File: src/rtl/y_run_monitor.sv
// rtl/y_run_monitor.sv - rising-edge, run-length and threshold monitor for a 1-bit stream
module y_run_monitor #(
  parameter int CNT_W = 8,
  parameter int RUN_W = 4
) (
  input  logic             clk_i,
  input  logic             rst_i,
  input  logic             y_i,
  input  logic             clr_i,
  input  logic [CNT_W-1:0] thresh_i,
  output logic             rise_out,
  output logic [CNT_W-1:0] pulse_cnt_out,
  output logic [RUN_W-1:0] run_len_out,
  output logic [RUN_W-1:0] max_run_out,
  output logic             hit_out
);

  typedef enum logic {S_LOW = 1'b0, S_HIGH = 1'b1} state_t;

  localparam logic [CNT_W-1:0] CNT_MAX = {CNT_W{1'b1}};
  localparam logic [RUN_W-1:0] RUN_MAX = {RUN_W{1'b1}};

  state_t           state_q, state_d;
  logic             rise_q, rise_d;
  logic [CNT_W-1:0] cnt_q, cnt_d, cnt_base;
  logic [RUN_W-1:0] run_q, run_d;
  logic [RUN_W-1:0] max_q, max_d, max_base;
  logic             hit_q, hit_d, hit_base;

  always_ff @(posedge clk_i) begin
    if (!rst_i) begin
      state_q <= S_LOW;
      rise_q  <= 1'b0;
      cnt_q   <= '0;
      run_q   <= '0;
      max_q   <= '0;
      hit_q   <= 1'b0;
    end else begin
      state_q <= state_d;
      rise_q  <= rise_d;
      cnt_q   <= cnt_d;
      run_q   <= run_d;
      max_q   <= max_d;
      hit_q   <= hit_d;
    end
  end

  always_comb begin
    // Clear zeroes the statistics first; this cycle's event then lands on the zeroed values.
    cnt_base = clr_i ? '0 : cnt_q;
    max_base = clr_i ? '0 : max_q;
    hit_base = clr_i ? 1'b0 : hit_q;

    state_d = state_q;
    rise_d  = 1'b0;
    cnt_d   = cnt_base;
    run_d   = run_q;
    max_d   = max_base;
    hit_d   = hit_base;

    case (state_q)
      S_LOW: begin
        if (y_i) begin
          state_d = S_HIGH;
          rise_d  = 1'b1;
          cnt_d   = (cnt_base == CNT_MAX) ? cnt_base : cnt_base + CNT_W'(1);
          run_d   = RUN_W'(1);
        end else begin
          run_d = '0;
        end
      end
      S_HIGH: begin
        if (y_i) begin
          run_d = (run_q == RUN_MAX) ? run_q : run_q + RUN_W'(1);
        end else begin
          state_d = S_LOW;
          max_d   = (run_q > max_base) ? run_q : max_base;
          run_d   = '0;
        end
      end
      default: state_d = S_LOW;
    endcase

    // Only a rise updates the count, so only a rise can reach the threshold.
    if (rise_d && (thresh_i != '0) && (cnt_d == thresh_i)) begin
      hit_d = 1'b1;
    end
  end

  assign rise_out      = rise_q;
  assign pulse_cnt_out = cnt_q;
  assign run_len_out   = run_q;
  assign max_run_out   = max_q;
  assign hit_out       = hit_q;

endmodule

File: config.mk
export PLATFORM = sky130hd
export DESIGN_NAME = y_run_monitor
export DESIGN_NICKNAME = d
export VERILOG_FILES = /design/src/rtl/y_run_monitor.sv
export SDC_FILE = /design/constraint.sdc
export NUM_CORES = 1
export LEC_CHECK = 0
export BUFFER_PORTS_ARGS = -buffer_cell sky130_fd_sc_hd__buf_2
export CAP_MARGIN = 20
export CORE_ASPECT_RATIO = 0.9
export CORE_MARGIN = 1
export CORE_UTILIZATION = 47
export DETAILED_ROUTE_END_ITERATION = 6
export HOLD_SLACK_MARGIN = 0.15
export PLACE_DENSITY = 0.72
export SLEW_MARGIN = 0
export SYNTH_ARGS = -nofsm -noshare
export SYNTH_HDL_FRONTEND = slang
export SYNTH_SLANG_ARGS = --single-unit
File: constraint.sdc
create_clock -name clk_i -period 2.05 [get_ports clk_i]
set_input_delay 0.1025 -clock clk_i [delete_from_list [all_inputs] [get_ports clk_i]]
set_output_delay 0.1025 -clock clk_i [all_outputs]
set_load 0.01 [all_outputs]
### Yosys cells after proc, flatten, opt, wreduce, memory -nomap -nowiden

Cells that the tools add are included.

* add/subtract/negate cells: 2
* order comparisons: 1
* equality and inequality tests: 4
* multiplexer cells: 16
* bitwise operators: 1
* reductions and logical operators: 4

Operators by type and width (count)
* 2-to-1 mux 8 bit: 4
* 2-to-1 mux 4 bit: 6
* adder 8 x 1 -> 8 bit, second input constant: 1
* equality test 8 bit: 1
* equality test 8 bit, second input constant: 1
* one-hot mux 4 bit (2 select lines): 1
* nonzero test 8 bit: 1
* 2-to-1 mux 1 bit: 5
* adder 4 x 1 -> 4 bit, second input constant: 1
* equality test 4 bit, second input constant: 1
* greater-than comparator 4 bit: 1
* != test 3 bit, second input constant: 1
* logical AND 1 bit: 2
* nonzero test 2 bit: 1
* NOT 1 bit: 1

* register bits: 19
* bits of input ports: 12
* output and inout port bits: 18
* logic and storage cells: 34

### Longest topological paths before layout

* depth after elaboration: 8
* mapped depth: 9
* mapped depth without buffers: 8

### Worst setup path before layout

No wires, ideal clock.

* path kind: register to register
* start: register cnt_q[0] (netlist: pulse_cnt_out[0])
* end: register hit_q (netlist: hit_out)
* library setup time: 69 ps
* arrival: 2259 ps
* data required time: 1981 ps
* slack: -278 ps
* stages on the path, launching flop included: 9
* path buffers: 0
* cell sequence: dfxtp_1 nor2b_1 ha_1 nand4_2 or4b_4 mux2i_1 xnor2_1 or4_1 o21ai_1

* word-level cells in the longest chain between the ends: 8

RTL lines
* from (decl): RTL line 25 `logic [CNT_W-1:0] cnt_q, cnt_d, cnt_base;`
* from (signal assigned): RTL line 41 `cnt_q <= cnt_d;`
* 2-to-1 mux 8 bit *: RTL line 50 `cnt_base = clr_i ? '0 : cnt_q;`
* adder 8 x 1 -> 8 bit / equality test 8 bit (equally long branches): RTL line 66 `cnt_d = (cnt_base == CNT_MAX) ? cnt_base : cnt_base + CNT_W'(1);`
* 2-to-1 mux 8 bit: RTL line 66
* 2-to-1 mux 8 bit: RTL line 63 `if (y_i) begin`
* 2-to-1 mux 8 bit *: RTL line 61 `case (state_q)`
* equality test 8 bit *: RTL line 85 `if (rise_d && (thresh_i != '0) && (cnt_d == thresh_i)) begin`
* logical AND 1 bit *: RTL line 85
* 2-to-1 mux 1 bit / nonzero test 2 bit (equally long branches)
* to (signal assigned): RTL line 44 `hit_q <= hit_d;`
* to (decl): RTL line 28 `logic hit_q, hit_d, hit_base;`

Mark *: on every way between the ends. The rest lies on a longest branch, timed or not.
A chain may end at the register's enable or synchronous reset.

### Final worst setup path

Ends and elaborated chain as after synthesis.

==> flow_summary.ini <==
[outcome]
status = finished, violations left
violations = setup timing

[setup_path]
criticalPathCategory = register to register
critical_path_peak_fanout = 4
max_stage_delay_ns = 0.52
cp.arrival_ns = 2.44
r2r_cells = 8
cpMaxStageDelayCell = or4b_4
critPathCaptureType = register
reg2reg_from = pulse_cnt_out[0]$_SDFF_PN0_
crit_required_ns = 2.30
cp_top_family = simple AND/OR/NAND/NOR gates
r2r_slack_ns = -0.14
start_kind = register
cp.depth = 8
rr_endpoint = hit_out$_SDFFE_PN0P_
cp_num_buf_inv = 0
crit_chain = nor2b_4 > ha_4 > nand4_4 > or4b_4 > mux2i_1 > xnor2_1 > or4_1 > o21ai_2

[hold_path]
hold_path.class = input pin to register
min_from = thresh_i[7]
whs_path_depth = 4
min_delay_worst_endpoint = hit_out$_SDFFE_PN0P_

[global_route]
grt_pass1_wl_um = 5110
grt_usage = 0.262
antenna_found_initial = 0
grt_max_degree = 12
grt_overflow = 0
grt_pass1_vias = 1057

[clock_tree]
clkTransAtPathRegs_ns = 0.13
clockRootBuffer = clkbuf_4
numCtsBuffers = 3
cts_tree = built
cts.sinks = 19
cts_buffer_depth = 2
clkLatencyLatePin_ns = 0.31
h-tree-depth = 1

[sta]
worst_pin_slew_ns = 0.406
max_freq_mhz = 456
grt_setup_unrepaired = yes
finalCritPeriodShare = 1.07
hold_slack_ns = 0.203
hold_viol = 0
setup_ws_ns = -0.141
finClkSkew_ns = 0.00948
slew_violations = 0
slew_headroom = 0.727
layout_min_cycle_time_ns = 2.19
setup_viol = 1

[placement]
numPortBuffers = 29
place_area_um2 = 1480
post-place-ws_ns = -0.152
place_inst = 198
hpwl_um = 2410
place_congestion = 0.820

[detailed_routing]
first_pass_iters = 4
vias = 1164
post-route-drc-count = 0
vias_per_cell = 5.71
drt-total-wl_um = 3160
wire_per_inst_um = 15.5
ant_nets = 0
first_iter_violations = 22

[pwr]
p_leak_nw = 0.698
worst_ir_drop_vdd_v = 0.000463
power_density_nw_per_um2 = 437

[layout]
stdcell_count = 204
n_antenna_cell = 0
fillCellCount = 178
final_area_um2 = 1570
fin_util = 0.693
area_delta_synth_final_pct = 34.9
drive_above_1_share = 0.390
nets = 196

[flow_run]
maxCapViolations = 0

[logic_synthesis]
postSynth.asyncResetShare = 0
synth_adder_area_share = 0.0646
yosysSeqAreaShare = 0.327
syn_avg_cell_area_um2 = 9.08
synth_edf_count = 0
synthSimpleGateAreaFrac = 0.288
synth_cells = 128
synth.net_count = 146
syn-cell-area_um2 = 1160
synthMuxAreaShare = 0.0829
synth-compound-area-share = 0.136
synth_top_family_by_area = simple AND/OR/NAND/NOR gates
synth_xor_area_frac = 0.0753
ys_types = 38
ys_seq_elements = 19
yosysWarnings = 0
ys.flop_type = dfxtp_1

[die]
dieHeight_um = 49.2
ios = 30
start_util = 0.514
dieWidth_um = 54.4
die_area_um2 = 2680
rows = 16
fp.coreArea_um2 = 2260
==> registers in the layout, summed over array words and instances (netlist names) <==
signal         cells
max_run_out        4
run_len_out        4
rise_out           1
pulse_cnt_out      8
state_q            1
hit_out            1
==> where the power goes <==
group          switching [mW]  internal [mW]  total [mW]  leakage [nW]
Clock                   0.137         0.0730       0.210        0.0177
Combinational          0.0471         0.0466      0.0936         0.525
Sequential            0.00638          0.375       0.382         0.155
Total                   0.191          0.495       0.686         0.698
==> kinds of logic after synthesis <==
family	Yosys count
AO/OA/AOI/OAI	21
XOR/XNOR	10
adder cells (fa/ha/maj)	6
buffers and inverters	8
flip-flops	19
AND/OR/NAND/NOR	55
multiplexers	9
==> cells in the mapped netlist (4+ instances only) <==
cell type	count	area [um^2]
and2_1	4	25.0
dfxtp_1	19	380
ha_1	6	75.1
inv_1	6	22.5
mux2_2	5	56.3
mux2i_1	4	40.0
nand2b_1	5	31.3
nor2_1	9	33.8
nor2b_1	11	68.8
nor3_1	4	20.0
xnor2_1	6	52.6
xor2_1	4	35.0
==> final cells by class <==
type / count / area, um^2 / area share
Clock buffer: 3 / 22.5 / 0.0144
Inverter: 6 / 22.5 / 0.0144
Multi-Input combinational cell: 101 / 817 / 0.521
Timing Repair Buffer: 47 / 283 / 0.180
Clock inverter: 1 / 5.00 / 0.00319
Sequential cell: 19 / 384 / 0.245
Tap cell: 27 / 33.8 / 0.0215
==> metrics by stage <==
step	total power, mW	TNS [ns]
final	0.686	-0.141
after global placement	0.476	-0.0458
after CTS	0.676	-0.157
after floorplan	0.432	-0.0708
after detailed placement	0.478	-0.152
after global routing	0.706	-0.257
==> per-layer routing <==
layer,GRT usage,vias up,share of wire,wire length [um]
li1,-,572,-,-
met1,0.389,560,0.50,1580
met2,0.404,28,0.46,1450
met3,0.0280,4,0.032,101
met4,0.0513,0,0.0073,23
met5,0,-,0,0
==> how the worst max path moves through the flow <==
| stage | end | slack [ns] | start |
|---|---|---|---|
| after floorplan | hit_out$_SDFFE_PN0P_ | -0.07 | pulse_cnt_out[0]$_SDFF_PN0_ |
| after detailed placement | hit_out$_SDFFE_PN0P_ | -0.15 | pulse_cnt_out[1]$_SDFF_PN0_ |
| after global placement | hit_out$_SDFFE_PN0P_ | -0.05 | pulse_cnt_out[1]$_SDFF_PN0_ |
| after global routing | hit_out$_SDFFE_PN0P_ | -0.21 | pulse_cnt_out[1]$_SDFF_PN0_ |
| final | hit_out$_SDFFE_PN0P_ | -0.14 | pulse_cnt_out[0]$_SDFF_PN0_ |
| after CTS | hit_out$_SDFFE_PN0P_ | -0.16 | pulse_cnt_out[1]$_SDFF_PN0_ |
==> worst register-to-register path: cells and delay by family, from the launching register on <==
kind            cells  cell delay, ns
fa+ha+maj           1            0.16
xor+xnor            1            0.08
simple gates        4            1.21
mux                 1            0.19
flops               1            0.36
compound gates      1            0.13
==> repair_timing <==
action,CTS,global route
gates resized for setup,3,6
hold endpoints to repair,4,0
pin swaps,1,0
endpoints found under the setup margin,1,4
buffers inserted,0,1
hold buffers,1,0
==> cells in the final DEF (no fill, tap or decap), types with 5 or more instances in the layout <==
cell,count
nor2_1,7
ha_1,5
nor2b_1,9
inv_1,6
buf_2,29
buf_4,17
nand2b_1,5
dfxtp_1,16
xnor2_1,6
Note: power is estimated with default switching activity, not from simulation.
